File: src/rtl/bank_rsp_queue_pkg.sv
// Shared definitions for the bank core-response queue: the response-entry layout
// and occupancy/entry width helpers used by the top level and the queue controller.
package bank_rsp_queue_pkg;

   localparam int DEF_NUM_PORTS = 1;
   localparam int DEF_WORD_SIZE = 4;
   localparam int DEF_TAG_WIDTH = 8;

   // Entry layout for the default bank configuration.
   // The top level declares the same {tag, pmask, data} shape from its own parameters.
   typedef struct packed {
      logic [DEF_TAG_WIDTH-1:0]                 tag;
      logic [DEF_NUM_PORTS-1:0]                 pmask;
      logic [DEF_NUM_PORTS*DEF_WORD_SIZE*8-1:0] data;
   } rsp_entry_t;

   function automatic int occ_width(input int depth);
      return $clog2(depth + 1);
   endfunction

   function automatic int entry_width(input int tag_w, input int num_ports, input int word_size);
      return tag_w + num_ports + num_ports * word_size * 8;
   endfunction

endpackage

File: src/rtl/rsp_queue_ctrl.sv
// Pointer, occupancy and flag control for the bank response queue.
// Flags derive from the registered count only, so the pipeline sees no combinational loop.
module rsp_queue_ctrl
   import bank_rsp_queue_pkg::*;
#(
   parameter int DEPTH           = 4,
   parameter int ALM_FULL_MARGIN = 2,
   parameter int PTR_W           = $clog2(DEPTH),
   parameter int CNT_W           = occ_width(DEPTH)
) (
   input  logic             clk,
   input  logic             reset,
   input  logic             i_push_req,
   input  logic             i_rsp_ready,
   output logic [PTR_W-1:0] o_wr_ptr,
   output logic [PTR_W-1:0] o_rd_ptr,
   output logic [CNT_W-1:0] o_count,
   output logic             o_full,
   output logic             o_alm_full,
   output logic             o_overflow,
   output logic             o_rsp_valid,
   output logic             o_push_ok,
   output logic             o_pop
);

   localparam logic [CNT_W-1:0] FULL_LVL = CNT_W'(DEPTH);
   localparam logic [CNT_W-1:0] ALM_LVL  = CNT_W'(DEPTH - ALM_FULL_MARGIN);

   logic [PTR_W-1:0] r_wr_ptr;
   logic [PTR_W-1:0] r_rd_ptr;
   logic [CNT_W-1:0] r_count;
   logic             r_overflow;
   logic             w_full;
   logic             w_valid;
   logic             w_pop;
   logic             w_push_ok;

   assign w_full    = (r_count == FULL_LVL);
   assign w_valid   = (r_count != '0);
   assign w_pop     = w_valid & i_rsp_ready;
   // A pop in the same cycle frees the slot, so a full queue still accepts the push.
   assign w_push_ok = i_push_req & (~w_full | w_pop);

   always_ff @(posedge clk or posedge reset) begin
      if (reset) begin
         r_wr_ptr   <= '0;
         r_rd_ptr   <= '0;
         r_count    <= '0;
         r_overflow <= 1'b0;
      end else begin
         if (w_push_ok) r_wr_ptr <= r_wr_ptr + PTR_W'(1);
         if (w_pop)     r_rd_ptr <= r_rd_ptr + PTR_W'(1);
         case ({w_push_ok, w_pop})
            2'b10:   r_count <= r_count + CNT_W'(1);
            2'b01:   r_count <= r_count - CNT_W'(1);
            default: r_count <= r_count;
         endcase
         if (i_push_req & w_full & ~w_pop) r_overflow <= 1'b1;
      end
   end

   assign o_wr_ptr    = r_wr_ptr;
   assign o_rd_ptr    = r_rd_ptr;
   assign o_count     = r_count;
   assign o_full      = w_full;
   assign o_alm_full  = (r_count >= ALM_LVL);
   assign o_overflow  = r_overflow;
   assign o_rsp_valid = w_valid;
   assign o_push_ok   = w_push_ok;
   assign o_pop       = w_pop;

endmodule

File: src/rtl/bank_rsp_queue.sv
// Per-bank core-response buffer: captures completed reads in order and presents them
// to the core-response arbiter, with an almost-full credit covering data-store latency.
module bank_rsp_queue
   import bank_rsp_queue_pkg::*;
#(
   parameter int NUM_PORTS       = 1,
   parameter int WORD_SIZE       = 4,
   parameter int TAG_WIDTH       = 8,
   parameter int DEPTH           = 4,
   parameter int ALM_FULL_MARGIN = 2
) (
   input  logic                             clk,
   input  logic                             reset,
   input  logic                             push_valid,
   input  logic [TAG_WIDTH-1:0]             push_tag,
   input  logic [NUM_PORTS-1:0]             push_pmask,
   input  logic [NUM_PORTS*WORD_SIZE*8-1:0] push_data,
   output logic                             alm_full,
   output logic                             full,
   output logic                             rsp_valid,
   output logic [TAG_WIDTH-1:0]             rsp_tag,
   output logic [NUM_PORTS-1:0]             rsp_pmask,
   output logic [NUM_PORTS*WORD_SIZE*8-1:0] rsp_data,
   input  logic                             rsp_ready,
   output logic [occ_width(DEPTH)-1:0]      count,
   output logic                             overflow
);

   localparam int PTR_W = $clog2(DEPTH);
   localparam int CNT_W = occ_width(DEPTH);
   localparam int DW    = NUM_PORTS * WORD_SIZE * 8;

   typedef struct packed {
      logic [TAG_WIDTH-1:0] tag;
      logic [NUM_PORTS-1:0] pmask;
      logic [DW-1:0]        data;
   } entry_t;

   logic [PTR_W-1:0] w_wr_ptr;
   logic [PTR_W-1:0] w_rd_ptr;
   logic [CNT_W-1:0] w_count;
   logic             w_rsp_valid;
   logic             w_push_ok;
   logic             w_pop;
   logic             w_push_req;
   entry_t           w_head;
   entry_t           r_mem [DEPTH];

   // Responses with no active port carry nothing for the core and never occupy a slot.
   assign w_push_req = push_valid & (push_pmask != '0);

   rsp_queue_ctrl #(
      .DEPTH           (DEPTH),
      .ALM_FULL_MARGIN (ALM_FULL_MARGIN),
      .PTR_W           (PTR_W),
      .CNT_W           (CNT_W)
   ) u_ctrl (
      .clk         (clk),
      .reset       (reset),
      .i_push_req  (w_push_req),
      .i_rsp_ready (rsp_ready),
      .o_wr_ptr    (w_wr_ptr),
      .o_rd_ptr    (w_rd_ptr),
      .o_count     (w_count),
      .o_full      (full),
      .o_alm_full  (alm_full),
      .o_overflow  (overflow),
      .o_rsp_valid (w_rsp_valid),
      .o_push_ok   (w_push_ok),
      .o_pop       (w_pop)
   );

   always_ff @(posedge clk) begin
      if (w_push_ok) r_mem[w_wr_ptr] <= '{tag: push_tag, pmask: push_pmask, data: push_data};
   end

   assign w_head = r_mem[w_rd_ptr];

   // Head fields are zeroed when empty so stale storage never leaks to the arbiter.
   assign rsp_valid = w_rsp_valid;
   assign rsp_tag   = w_rsp_valid ? w_head.tag   : '0;
   assign rsp_pmask = w_rsp_valid ? w_head.pmask : '0;
   assign rsp_data  = w_rsp_valid ? w_head.data  : '0;
   assign count     = w_count;

endmodule

File: config.mk
export PLATFORM = sky130hd
export DESIGN_NAME = bank_rsp_queue
export DESIGN_NICKNAME = d
export VERILOG_FILES = /design/src/rtl/bank_rsp_queue_pkg.sv /design/src/rtl/rsp_queue_ctrl.sv /design/src/rtl/bank_rsp_queue.sv
export SDC_FILE = /design/constraint.sdc
export NUM_CORES = 1
export LEC_CHECK = 0
export CORE_MARGIN = 1.5
export CORE_UTILIZATION = 54
export CTS_CLUSTER_SIZE = 28
export DETAILED_ROUTE_END_ITERATION = 16
export PLACE_DENSITY = 0.77
export SLEW_MARGIN = 20
export SYNTH_ARGS = -nofsm -noshare
export SYNTH_HDL_FRONTEND = slang
export SYNTH_SLANG_ARGS = --single-unit
File: constraint.sdc
create_clock -name clk -period 2.8 [get_ports clk]
set_input_delay 0.56 -clock clk [delete_from_list [all_inputs] [get_ports clk]]
set_output_delay 0.56 -clock clk [all_outputs]
set_load 0.1 [all_outputs]
==> out/qor.txt <==
Status = finished, final reports clean
CP max FO = 15
Initial Util = 0.555
Grt ovf = 0
Nets = 467
Post-Synthesis Cell Area = 6690 um^2
Critical-path cell list = buf_12 -> mux4_2 -> and2_1 -> buf_12
Post_cts resized = 0
Number of global-route vias before repair = 3538
Crit Path Category = reg2out
DR pass1 iterations = 4
CTS Buffer Depth = 2
Die H = 114 um
CTS sink cnt = 172
Largest net degree at the start of global routing = 35
Cts bufs inserted = 17
YS warnings = 0
First-pass GRT wire length = 20200 um
Sequential cell area = 5130 um^2
Final Hold Viols = 0
Htree depth = 4
Row cnt = 40
Worst-path clk slew = 0.06 ns
Boundary Pins = 93
Die Width = 114 um
Syn Inst Count = 305
Fraction of registers with async set/reset = 0.0465
Via count = 3253
Top FF cell, synth = edfxtp_1
Hold_buf cts = 0
Antenna violations before repair = 0
ANT nets after route = 0
Initial drt markers = 203
Worst Skew = 0.0106 ns
Setup tns final = 0 ns
Critical Path RT = 2.24 ns
Layout cells sized above 1 = 0.354
Fmax = 380 MHz
Crit start category = register
Ant diodes = 0
WP buf/inv = 2
Period Utilization, post-route = 0.939
Setup Viol. Count Final = 0
Critical-path top delay cell = mux4_2
Register bit total from synthesis = 172
Tmin final = 2.63 ns
Die ar. = 13100 um^2
Largest stage delay on the critical path = 0.53 ns
Hold Crit Class = in2async
Multi-input gate area = 1450 um^2
Overall routed net length = 13000 um
EDFF count, synth = 164
RSZ-0062 raised after global routing = no
Root buf cell = clkbuf_16
IO buf count = 92
CP Capture Type = output port
Actual slew at the worst max-slew pin = 0.377 ns
Core occupancy in the finished layout = 0.741
Yosys cell types = 24
Total global-route track usage = 0.219
Worst slew margin = 0.749
Avg WL per Cell = 21.8 um
Syn Area/Cell = 21.9 um^2
Final slew viol count = 0
Post-Syn Nets = 356
Vias per Instance = 5.45
HPWL Detailed = 7500 um
TritonCTS clock tree = yes
Family with the most delay on the worst path = multiplexers
Number of setup buffers added after CTS = 2
Worst skew pair latency = 0.41 ns
GPL Wtd Cong = 0.706
Layout fillers = 663
Core box area = 12100 um^2
Maxcap violations = 0
Seq/Total Area, Yosys = 0.766
Drt drc = 0
Arrival time worst endpoint = 2.07 ns
Layout area overhead = 33.6%
CP dominant cell by count = buf_12
[cell families (layout without fill, tap and decap cells)]
family | after synthesis | in the layout | synth area share
buffers and inverters | 24 | 148 | 0.0193
muxes | 43 | 43 | 0.142
AOI/OAI and AO/OA | 2 | 2 | 0.00355
DFF | 172 | 172 | 0.766
and+or+nand+nor | 52 | 52 | 0.0492
adders and majority gates | 6 | 6 | 0.0123
xor gates and xnor gates | 6 | 6 | 0.00786
[metrics by stage]
step | setup WS (ns) | hold WS (ns) | cell area (um^2) | std cells
floorplan | 0.0535 | 0.375 | 6710 | 305
global placement | 0.382 | 0.464 | 8310 | 563
detailed placement | 0.259 | 0.482 | 8310 | 563
CTS | 0.136 | 0.406 | 8930 | 597
global route | 0.0960 | 0.445 | 8930 | 597
finish | 0.170 | 0.412 | 8930 | 597
[registers in the layout (all words and copies together) (netlist names)]
| name | cells |
|---|---|
| u_ctrl.o_overflow | 1 |
| u_ctrl.o_wr_ptr | 2 |
| r_mem | 164 |
| u_ctrl.o_count | 3 |
| u_ctrl.o_rd_ptr | 2 |
[placed cells by master (no fill, tap or decap), drive strengths merged, types with 4 or more instances in the layout]
cell           count
and2              46
inv                9
clkdlybuf4s50     44
edfxtp           164
ha                 5
clkbuf            20
buf               63
bufinv             4
clkinv             5
dfrtp              8
mux4              41
[cells in the mapped netlist, types with 3 or more instances]
| library cell | instances | area share |
|---|---|---|
| and2_1 | 42 | 0.039 |
| and2_2 | 4 | 0.0045 |
| buf_2 | 4 | 0.0030 |
| buf_6 | 4 | 0.0067 |
| clkbuf_1 | 6 | 0.0034 |
| dfrtp_1 | 8 | 0.030 |
| edfxtp_1 | 164 | 0.74 |
| ha_1 | 5 | 0.0094 |
| inv_1 | 9 | 0.0050 |
| mux4_2 | 41 | 0.14 |
| xnor2_1 | 3 | 0.0039 |
| xor2_1 | 3 | 0.0039 |
[worst paths after layout]
check | from | slack (ns) | endpoint | depth (start not counted)
setup / recovery | u_ctrl.o_rd_ptr[0] | 0.17 | rsp_pmask | 4
hold / removal | reset | 0.41 | u_ctrl.o_wr_ptr[0] | 2
setup reg to reg | u_ctrl.o_count[1] | 0.52 | u_ctrl.o_count[2] | 9
hold reg to reg | u_ctrl.o_count[0] | 0.51 | u_ctrl.o_count[0] | 1
max in group asynchronous | reset | 2.10 | u_ctrl.o_rd_ptr[0] | 2
min in group clk | u_ctrl.o_count[0] | 0.51 | u_ctrl.o_count[0] | 1
[layer usage]
metal | track usage | up-vias | share of wire
met5 | 0 | - | 0
met4 | 0.0800 | 0 | 0.012
met3 | 0.0492 | 10 | 0.055
met2 | 0.368 | 117 | 0.52
met1 | 0.285 | 1690 | 0.41
li1 | - | 1436 | -
[cell type report]
type                    instances  share of cell area
repair buffers                107               0.168
well taps                     168              0.0235
inverters                       9             0.00378
flip-flops and latches        172               0.575
clock inverters                12              0.0192
clock buffers                  20              0.0489
multi-input cells             109               0.162
Power is not shown: default switching activity piles up to over one toggle a cycle in this logic, so the estimate is an artifact.
